[config.mk]
export PLATFORM = sky130hd
export DESIGN_NAME = pcxt_clk_en_gen
export DESIGN_NICKNAME = d
export VERILOG_FILES = /design/src/rtl/pcxt_clk_en_gen.sv
export SDC_FILE = /design/constraint.sdc
export NUM_CORES = 1
export LEC_CHECK = 0
export BUFFER_PORTS_ARGS = -buffer_cell sky130_fd_sc_hd__clkbuf_2
export CAP_MARGIN = 30
export CORE_MARGIN = 2
export CORE_UTILIZATION = 59
export CTS_CLUSTER_DIAMETER = 100
export DETAILED_ROUTE_END_ITERATION = 16
export PLACE_DENSITY_LB_ADDON = 0.05
export SLEW_MARGIN = 25
export SYNTH_ARGS = -nofsm -noshare
export SYNTH_HDL_FRONTEND = slang
export SYNTH_SLANG_ARGS = --single-unit
[constraint.sdc]
create_clock -name clk -period 2.6 [get_ports clk]
set_input_delay 0 -clock clk [delete_from_list [all_inputs] [get_ports clk]]
set_output_delay 0 -clock clk [all_outputs]
set_load 0.01 [all_outputs]
[src/rtl/pcxt_clk_en_gen.sv]
`default_nettype none
// ============================================================================
// Module   : pcxt_clk_en_gen
// Purpose  : PC/XT clock-enable generator. Waits for a stable PLL lock,
//            releases the core reset and then produces the CPU and PIT clock
//            enables derived from the 14.318 MHz master clock.
// Ports    : clk        - 14.318 MHz PLL output, rising-edge logic
//            rst_n      - synchronous active-low reset
//            pll_locked - PLL lock indicator (asynchronous to clk)
//            turbo      - 1 selects CPU_DIV_TURBO, 0 selects CPU_DIV_NORM
//            core_rst_n - active-low reset to CPU/peripherals
//            cpu_ce     - single-cycle CPU clock enable
//            cpu_clk    - 8284-style CPU phase clock
//            pit_ce     - single-cycle 8253 PIT clock enable
//            lock_lost  - sticky: lock dropped after RUN was reached
// Revision : 1.0 - initial release
// ============================================================================
module pcxt_clk_en_gen #(
  parameter int LOCK_WAIT     = 1024,
  parameter int CPU_DIV_NORM  = 3,
  parameter int CPU_DIV_TURBO = 2,
  parameter int PIT_DIV       = 12
) (
  input  logic clk,
  input  logic rst_n,
  input  logic pll_locked,
  input  logic turbo,
  output logic core_rst_n,
  output logic cpu_ce,
  output logic cpu_clk,
  output logic pit_ce,
  output logic lock_lost
);

  typedef enum logic [1:0] {
    S_WAIT = 2'd0,
    S_STAB = 2'd1,
    S_RUN  = 2'd2
  } state_t;

  localparam logic [15:0] STAB_LAST = 16'(LOCK_WAIT - 1);
  localparam logic [3:0]  DIV_NORM  = 4'(CPU_DIV_NORM);
  localparam logic [3:0]  DIV_TURBO = 4'(CPU_DIV_TURBO);
  localparam logic [7:0]  PIT_LAST  = 8'(PIT_DIV - 1);

  state_t      state;
  logic        sync1;
  logic        locked_s;
  logic [15:0] stab_cnt;
  logic [3:0]  cpu_cnt;
  logic [3:0]  cur_div;
  logic [7:0]  pit_cnt;

  logic        in_run;
  logic        cpu_wrap;
  logic        pit_wrap;
  logic [3:0]  sel_div;
  logic        clk_high;

  assign in_run   = (state == S_RUN);
  assign cpu_wrap = (cpu_cnt == cur_div - 4'd1);
  assign pit_wrap = (pit_cnt == PIT_LAST);
  assign sel_div  = turbo ? DIV_TURBO : DIV_NORM;

  // High phase is floor(div/2) counts; for div=3 that yields the 8284's
  // one-third duty (count 0 only). Div=1 has no low phase at all.
  assign clk_high = (cur_div == 4'd1) ? 1'b1 : (cpu_cnt < (cur_div >> 1));

  always_ff @(posedge clk) begin
    if (!rst_n) begin
      sync1      <= 1'b0;
      locked_s   <= 1'b0;
      state      <= S_WAIT;
      stab_cnt   <= 16'd0;
      cpu_cnt    <= 4'd0;
      pit_cnt    <= 8'd0;
      cur_div    <= DIV_NORM;
      core_rst_n <= 1'b0;
      lock_lost  <= 1'b0;
    end else begin
      sync1    <= pll_locked;
      locked_s <= sync1;
      case (state)
        S_WAIT: begin
          stab_cnt <= 16'd0;
          if (locked_s) state <= S_STAB;
        end
        S_STAB: begin
          if (!locked_s) begin
            state    <= S_WAIT;
            stab_cnt <= 16'd0;
          end else if (stab_cnt == STAB_LAST) begin
            // Entering RUN: both dividers restart at 0 and the CPU divisor
            // is captured from the current turbo selection.
            state      <= S_RUN;
            stab_cnt   <= 16'd0;
            core_rst_n <= 1'b1;
            cpu_cnt    <= 4'd0;
            pit_cnt    <= 8'd0;
            cur_div    <= sel_div;
          end else begin
            stab_cnt <= stab_cnt + 16'd1;
          end
        end
        S_RUN: begin
          if (!locked_s) begin
            state      <= S_WAIT;
            core_rst_n <= 1'b0;
            lock_lost  <= 1'b1;
            cpu_cnt    <= 4'd0;
            pit_cnt    <= 8'd0;
          end else begin
            // Divisor only changes at a period boundary so a turbo toggle
            // never produces a truncated or stretched CPU period.
            if (cpu_wrap) begin
              cpu_cnt <= 4'd0;
              cur_div <= sel_div;
            end else begin
              cpu_cnt <= cpu_cnt + 4'd1;
            end
            pit_cnt <= pit_wrap ? 8'd0 : pit_cnt + 8'd1;
          end
        end
        default: begin
          state      <= S_WAIT;
          stab_cnt   <= 16'd0;
          cpu_cnt    <= 4'd0;
          pit_cnt    <= 8'd0;
          core_rst_n <= 1'b0;
        end
      endcase
    end
  end

  // Enables are decoded purely from registers and gated by RUN, so they
  // drop on the same edge as core_rst_n.
  assign cpu_ce  = in_run & cpu_wrap;
  assign cpu_clk = in_run & clk_high;
  assign pit_ce  = in_run & pit_wrap;

endmodule
`default_nettype wire

==> results.tsv, run 1 <==
stage	metric	value	unit
run_status	status	complete, no violations	
cts	cts.sinks	35	
worst_setup_path	critPathMaxFanout	7	
floorplanning	fp-row-count	18	
worst_setup_path	crit_path_cell_trace	or3b_2 > a2111oi_0 > clkbuf_2	
global_routing	antenna_found_initial	0	
yosys	async_flop_share	0	%
cells_and_area	fin_cells	232	
power_and_ir_drop	cell_internal_pwr	704.8	µW
yosys	syn_nets	194	
floorplanning	start_util	63.37	%
worst_setup_path	r2r_cells	5	
sta	slew-limit-headroom	50.41	%
floorplanning	ioPinCount	9	
yosys	synthCells	186	
power_and_ir_drop	power.density	501.1	mW/mm²
global_routing	grt_pass1_wl	5.685	mm
routing	dr.pass1.iters	4	
sta	rsz0062_at_grt	no	
power_and_ir_drop	power_frac_clock	37.7	%
cts	clkSlewWorstSetupHoldPaths	0.11	ns
worst_setup_path	cp_data_arrival_time	2.20	ns
placed_design	placed_cells	221	
placed_design	port-buffer-count	8	
yosys	synthFlopType	dfxtp_1	
sta	max_freq	454.3	MHz
floorplanning	die_height	56.29	µm
power_and_ir_drop	ir_drop	0.4067	mV
cells_and_area	nets	209	
cells_and_area	design_area	0.001785	mm²
cts	cts_max_level	2	
global_routing	grt_usage	22.70	%
worst_setup_path	critPathBufInv	1	
power_and_ir_drop	pwr-share-comb	2.0	%
global_routing	grt_pass1_vias	1301	
sta	maxSlewViolCount	0	
floorplanning	die_area	0.003168	mm²
routing	ant_nets	0	
cts	cts-root-buf	clkbuf_4	
floorplanning	core-area	0.002545	mm²
worst_setup_path	cp_num_cells	3	
yosys	ys_ff_latch	35	
routing	drc_errors	0	
cts	cts_buffers	5	
placed_design	place_hpwl	2.216	mm
yosys	yosysWarningCount	0	
power_and_ir_drop	swShare	21.22	%
sta	whs	0.4324	ns
power_and_ir_drop	p_sw	189.8	µW
global_routing	grt-ovfl-total	0	
placed_design	place_area	0.001687	mm²
cells_and_area	area_delta_synth_final	10.71	%
worst_setup_path	cpLargestDelayFamily	compound AO/OA/AOI/OAI gates	
cts	cts.path.max_buffers	2	
sta	skew	0.01855	ns
sta	finalSetupViolCount	0	
worst_setup_path	critPathRequiredTime	2.60	ns
power_and_ir_drop	p_leak	0.6458	nW
global_routing	grt_max_degree	17	
min_path	worstHoldPathType	in2reg	
cells_and_area	drive_gt1_share	10.40	%
worst_setup_path	end_kind	primary output	
routing	routed_wl	3.122	mm
worst_setup_path	slowest_delay	0.67	ns
run	max_cap_violations	0	
yosys	syn_avg_cell_area	8.671	µm²
power_and_ir_drop	p_seq_share	60.3	%
worst_setup_path	ff2ff_setup_slack	0.42	ns
cts	clk_latency	0.34	ns
routing	vias	1385	
routing	avgViaCountPerCell	5.970	
cts	cts_tree	built	
routing	wl_per_cell	13.46	µm
sta	period_needed	2.201	ns
routing	drt_iter0_drc	29	
power_and_ir_drop	p_total	894.6	µW
yosys	ys_types	36	
yosys	syn-cell-area	0.001613	mm²
sta	finalSetupTns	0	ns
worst_setup_path	startpoint_type	flop	
worst_setup_path	slowest_stage	a2111oi_0	
worst_setup_path	path_class	reg2out	
sta	worstMarginPinSlew	0.7370	ns
min_path	hold_depth	3	
sta	hold_viol	0	
yosys	ys_seq_area_share	43.44	%
placed_design	gp_congestion	0.8108	
floorplanning	die_x	56.29	µm
cells_and_area	antenna_cells	0	
yosys	synth_edf_count	0	
sta	min_period_over_period	84.66	%
-- worst paths after layout --
path                end        from
max              cpu_ce  cpu_cnt[0]
min               sync1  pll_locked
max reg2reg  cur_div[0]  cpu_cnt[0]
min reg2reg    locked_s       sync1
-- state kept, by name, summed over array words and instances, names as in the netlist --
name and flops:
locked_s 1, cpu_cnt 4, lock_lost 1, stab_cnt 16
sync1 1, state 2, pit_cnt 8, core_rst_n 1
cur_div 1
-- power by group through the flow --
| stage | Sequential (mW) | Combinational, mW | Clock, mW |
|---|---|---|---|
| after floorplan | 0.551 | 0.00926 | 0 |
| after global placement | 0.552 | 0.0135 | 0 |
| after detailed placement | 0.552 | 0.0145 | 0 |
| after CTS | 0.540 | 0.0180 | 0.344 |
| after global routing | 0.540 | 0.0196 | 0.363 |
| final | 0.540 | 0.0181 | 0.337 |
-- kinds of logic (layout without fill, tap and decap cells) --
kind of cell | count (synthesis) | in the layout | share of synthesized area [%]
xor+xnor | 15 | 15 | 8.146
flops | 35 | 35 | 43.44
buf+inv | 11 | 27 | 2.560
fa+ha+maj | 4 | 4 | 3.103
compound gates | 32 | 32 | 12.34
simple gates | 86 | 86 | 28.55
mux | 3 | 3 | 1.862
-- worst register-to-register path: cells and delay by family (launching register included) --
family           cells  cell delay [ns]
AO/OA/AOI/OAI        2             0.88
AND/OR/NAND/NOR      2             0.54
flip-flops           1             0.45
multiplexers         1             0.18
-- cell usage after synthesis (all sizes together) (2+ instances only) --
master	number	area, µm²
ha	4	50.05
xor2	12	105.1
nor3	3	15.01
or4	2	15.01
nor2	28	105.1
a21oi	13	68.82
o21ai	8	40.04
xnor2	3	26.28
inv	6	22.52
or4b	2	23.77
nand2	9	33.78
or3	4	25.02
nand3	14	70.07
and3	4	25.02
mux2i	3	30.03
a22oi	3	22.52
o31ai	3	22.52
nand2b	3	18.77
nor2b	2	12.51
dfxtp	35	700.7
clkbuf	5	18.77
nand4	6	37.54
and2	2	12.51
nor4	3	33.78
-- metal layers --
metal	up-vias	track usage (%)	routed length (µm)
met5	-	0	0
met4	0	10.88	67
met3	10	4.147	104
met2	22	35.97	1431
met1	665	29.84	1518
li1	688	-	-
-- per-stage QoR --
step | worst slack [ns] | utilization [%]
floorplan | 0.3592 | -
global placement | 0.5230 | 66.27
detailed placement | 0.4461 | 66.27
CTS | 0.4329 | 70.16
global route | 0.2421 | 70.16
finish | 0.3988 | 70.16
-- final cells by class --
cell class / count / area, µm²
multi-input cells: 140 / 870.8
fillers: 213 / 759.5
flip-flops and latches: 35 / 700.7
repair buffers: 13 / 85.08
clock buffers: 8 / 68.82
well taps: 30 / 37.54
inverters: 6 / 22.52
-- timing repair --
action | 4_1_cts | 5_1_grt
hold buffers | 3 | 0
buffers inserted | 0 | 0
endpoints found under the setup margin | 0 | 0
endpoints found under the hold margin | 2 | 0
resized for setup | 0 | 0
-- layout by cell type, fill, tap and decap left out, types with 4 or more instances in the layout --
| master | n |
|---|---|
| nand3_1 | 14 |
| dfxtp_1 | 35 |
| a21oi_1 | 12 |
| nand2_1 | 9 |
| nand4_1 | 6 |
| o21ai_0 | 8 |
| and3_1 | 4 |
| xor2_1 | 12 |
| inv_1 | 6 |
| clkbuf_2 | 8 |
| nor2_1 | 28 |
| clkbuf_4 | 5 |
| ha_1 | 4 |
| or3_1 | 4 |
Note: power is estimated with default switching activity, not from simulation.
==> run 2, diff against run 1 <==
--- a/config.mk
+++ b/config.mk
@@ -5,10 +5,11 @@
 export SDC_FILE = /design/constraint.sdc
 export NUM_CORES = 1
 export LEC_CHECK = 0
+export ABC_AREA = 1
 export BUFFER_PORTS_ARGS = -buffer_cell sky130_fd_sc_hd__clkbuf_2
 export CAP_MARGIN = 30
 export CORE_MARGIN = 2
-export CORE_UTILIZATION = 59
+export CORE_UTILIZATION = 61
 export CTS_CLUSTER_DIAMETER = 100
 export DETAILED_ROUTE_END_ITERATION = 16
 export PLACE_DENSITY_LB_ADDON = 0.05
==> constraint.sdc (replaced) <==
create_clock -name clk -period 2.3 [get_ports clk]
set_input_delay 0 -clock clk [delete_from_list [all_inputs] [get_ports clk]]
set_output_delay 0 -clock clk [all_outputs]
set_load 0.01 [all_outputs]
==> results.tsv, run 2 <==
stage	metric	value	unit	change
run	max_cap_violations	0		unchanged
cells_and_area	multi_input_area	0.001127	mm²	was 870.8 µm²
yosys	synthCells	272		was 186
min_path	worstHoldPathType	in2reg		unchanged
sta	min_period_over_period	89.67	%	
cts	cts.sinks	35		unchanged
routing	ant_nets	0		unchanged
cells_and_area	drive_gt1_share	23.40	%	was 10.40%
global_routing	grt_pass1_vias	1443		was 1301
routing	dr.pass1.iters	4		unchanged
cells_and_area	regArea	700.7	µm²	unchanged
placed_design	place_hpwl	2.711	mm	was 2.216 mm
yosys	synth_compound_area_share	9.956	%	was 12.34%
yosys	synth_fa_ha_area_share	2.489	%	was 3.103%
worst_setup_path	path_class	reg2reg		was reg2out
yosys	synth_simple_gate_area_share	38.83	%	was 28.55%
yosys	synth_common_cells	nand2_1, dfxtp_1, nor2_1, inv_1, nand3_1		was dfxtp_1, nor2_1, nand3_1, a21oi_1, xor2_1
cells_and_area	area_delta_synth_final	5.352	%	was 10.71%
yosys	ys_types	28		was 36
yosys	ys_ff_latch	35		unchanged
yosys	syn-cell-area	0.002011	mm²	was 0.001613 mm²
floorplanning	ioPinCount	9		unchanged
sta	worstMarginPinSlew	0.6241	ns	was 0.7370 ns
placed_design	gp_congestion	0.8586		was 0.8108
sta	slew-limit-headroom	58.35	%	was 50.41%
power_and_ir_drop	p_leak	0.8506	nW	was 0.6458 nW
floorplanning	die_area	0.003771	mm²	was 0.003168 mm²
worst_setup_path	cp_data_arrival_time	2.28	ns	was 2.20 ns
sta	max_freq	484.9	MHz	
cells_and_area	reg_top3	stab_cnt (16), pit_cnt (8), cpu_cnt (4)		unchanged
global_routing	grt_max_degree	17		unchanged
cts	clk_latency	0.32	ns	was 0.34 ns
sta	finalSetupTns	0	ns	unchanged
routing	wl_per_cell	11.60	µm	was 13.46 µm
yosys	syn_nets	280		was 194
routing	drt_iter0_drc	117		was 29
min_path	worstHoldStart	rst_n		was pll_locked
cts	cts-root-buf	clkbuf_4		unchanged
cts	clkSlewWorstSetupHoldPaths	0.10	ns	was 0.11 ns
worst_setup_path	startpoint_type	flop		unchanged
worst_setup_path	r2r-start	state[0]		was cpu_cnt[0]
worst_setup_path	end_kind	flop		was primary output
sta	worst_slack	0.2376	ns	was 0.3988 ns
sta	maxSlewViolCount	0		unchanged
worst_setup_path	critPathRequiredTime	2.52	ns	was 2.60 ns
routing	routed_wl	3.782	mm	was 3.122 mm
cells_and_area	antenna_cells	0		unchanged
routing	avgViaCountPerCell	5.267		was 5.970
run_status	status	complete, no violations		unchanged
cts	cts.path.max_buffers	2		unchanged
worst_setup_path	critPathMaxFanout	13		was 7
sta	hold_viol	0		unchanged
global_routing	antenna_found_initial	0		unchanged
yosys	yosysWarningCount	0		unchanged
global_routing	grt_pass1_wl	6.341	mm	was 5.685 mm
cells_and_area	fillers	309		was 213
yosys	syn_avg_cell_area	7.392	µm²	was 8.671 µm²
cells_and_area	nets	291		was 209
yosys	synth_edf_count	0		unchanged
yosys	synth.top_cells.by_area	dfxtp_1, nand2_1, nor2_1		was dfxtp_1, nor2_1, xor2_1
power_and_ir_drop	power.density	441.9	mW/mm²	was 501.1 mW/mm²
yosys	synth_xor_area_share	4.792	%	was 8.146%
yosys	synth_top_area_share	34.85	%	was 43.44%
floorplanning	die_x	61.41	µm	was 56.29 µm
placed_design	dp_worst_setup_slack	0.7667	ns	was 0.4461 ns
yosys	async_flop_share	0	%	unchanged
placed_design	port-buffer-count	8		unchanged
floorplanning	die_height	61.41	µm	was 56.29 µm
cts	cts_tree	built		unchanged
routing	drc_errors	0		unchanged
cells_and_area	layout_commonest_cell	nand2_1		was dfxtp_1
global_routing	grt-ovfl-total	0		unchanged
yosys	ys_seq_area_share	34.85	%	was 43.44%
yosys	synth_top_area_cell	dfxtp_1		unchanged
yosys	synth_top_family_by_area	simple AND/OR/NAND/NOR gates		unchanged
cts	cts_buffers	5		unchanged
floorplanning	fp-row-count	20		was 18
floorplanning	core-area	0.003103	mm²	was 0.002545 mm²
global_routing	grt_usage	22.82	%	was 22.70%
cells_and_area	largest_reg_flops	16		unchanged
cells_and_area	final_cell_mix	nand2_1, dfxtp_1, nor2_1, inv_1, nand3_1		was dfxtp_1, nor2_1, nand3_1, a21oi_1, xor2_1
yosys	synthMuxAreaShare	0	%	was 1.862%
sta	skew	0.005388	ns	was 0.01855 ns
sta	period_needed	2.062	ns	
cts	cts_max_level	2		unchanged
floorplanning	start_util	64.80	%	was 63.37%
sta	rsz0062_at_grt	no		unchanged
yosys	synth.most_common_cell	nand2_1		was dfxtp_1
yosys	synthFlopType	dfxtp_1		unchanged
cells_and_area	largest_register	stab_cnt		unchanged
routing	vias	1717		was 1385
cts	cts-resized-gates	0		unchanged
worst_setup_path	crit_start	state[0]		was cpu_cnt[0]
sta	finalSetupViolCount	0		unchanged
power_and_ir_drop	ir_drop	0.2853	mV	was 0.4067 mV
[run 2: per-layer routing]
metal	up-vias	share of wire, %	track usage (%)
li1	897	-	-
met1	778	51	31.64
met2	38	45	35.41
met3	4	3.9	5.882
met4	0	0.82	6.383
met5	-	0	0
[run 2: area by class of cell]
| class | count | share of cell area (%) |
|---|---|---|
| multi-input combinational | 198 | 53.22 |
| sequential | 35 | 33.08 |
| clock buffer | 6 | 1.949 |
| inverter | 31 | 5.493 |
| tap | 44 | 2.599 |
| timing repair buffer | 12 | 3.662 |
[run 2: logic make-up (layout without fill, tap and decap cells)]
logic type,Yosys count,count (layout)
buffers and inverters,39,49
AO/OA/AOI/OAI,29,29
adder cells (fa/ha/maj),4,4
AND/OR/NAND/NOR,154,154
XOR/XNOR,11,11
flip-flops,35,35
[run 2: final timing paths]
kind	cells past startpoint	end	slack (ns)
max reg2reg	9	cur_div[0]	0.24
min	3	locked_s	0.02
min reg2reg	2	locked_s	0.42
max	9	cur_div[0]	0.24
[run 2: critical path, stage by stage, from the launching register on]
cell	delay, ns
dfxtp_1	0.33
inv_2	0.09
nand2_2	0.16
inv_1	0.36
nand4_1	0.19
nand2_1	0.11
nand3_1	0.07
nand2_1	0.06
nand3_1	0.05
dlygate4sd3_1	0.55
[run 2: what timing repair did]
item	CTS	global route
setup buffers	0	0
endpoints found under the hold margin	2	0
hold buffers	3	0
[run 2: power by group]
group          leakage (nW)  switching, mW  internal [mW]  total, mW
sequential            0.282        0.00116          0.608      0.610
combinational         0.544         0.0212        0.00971     0.0310
clock                0.0242          0.187          0.109      0.296
[run 2: stage by stage]
step / hold slack [ns] / area, µm² / utilization [%] / power [mW] / cells
after floorplan: 0.09763 / 2011 / - / 0.6451 / 272
after global placement: 0.1844 / 2047 / 65.97 / 0.6510 / 317
after detailed placement: 0.1891 / 2047 / 65.97 / 0.6513 / 317
after CTS: 0.01318 / 2118 / 68.27 / 0.9434 / 326
after global routing: 0.04159 / 2118 / 68.27 / 0.9723 / 326
final: 0.02038 / 2118 / 68.27 / 0.9360 / 326
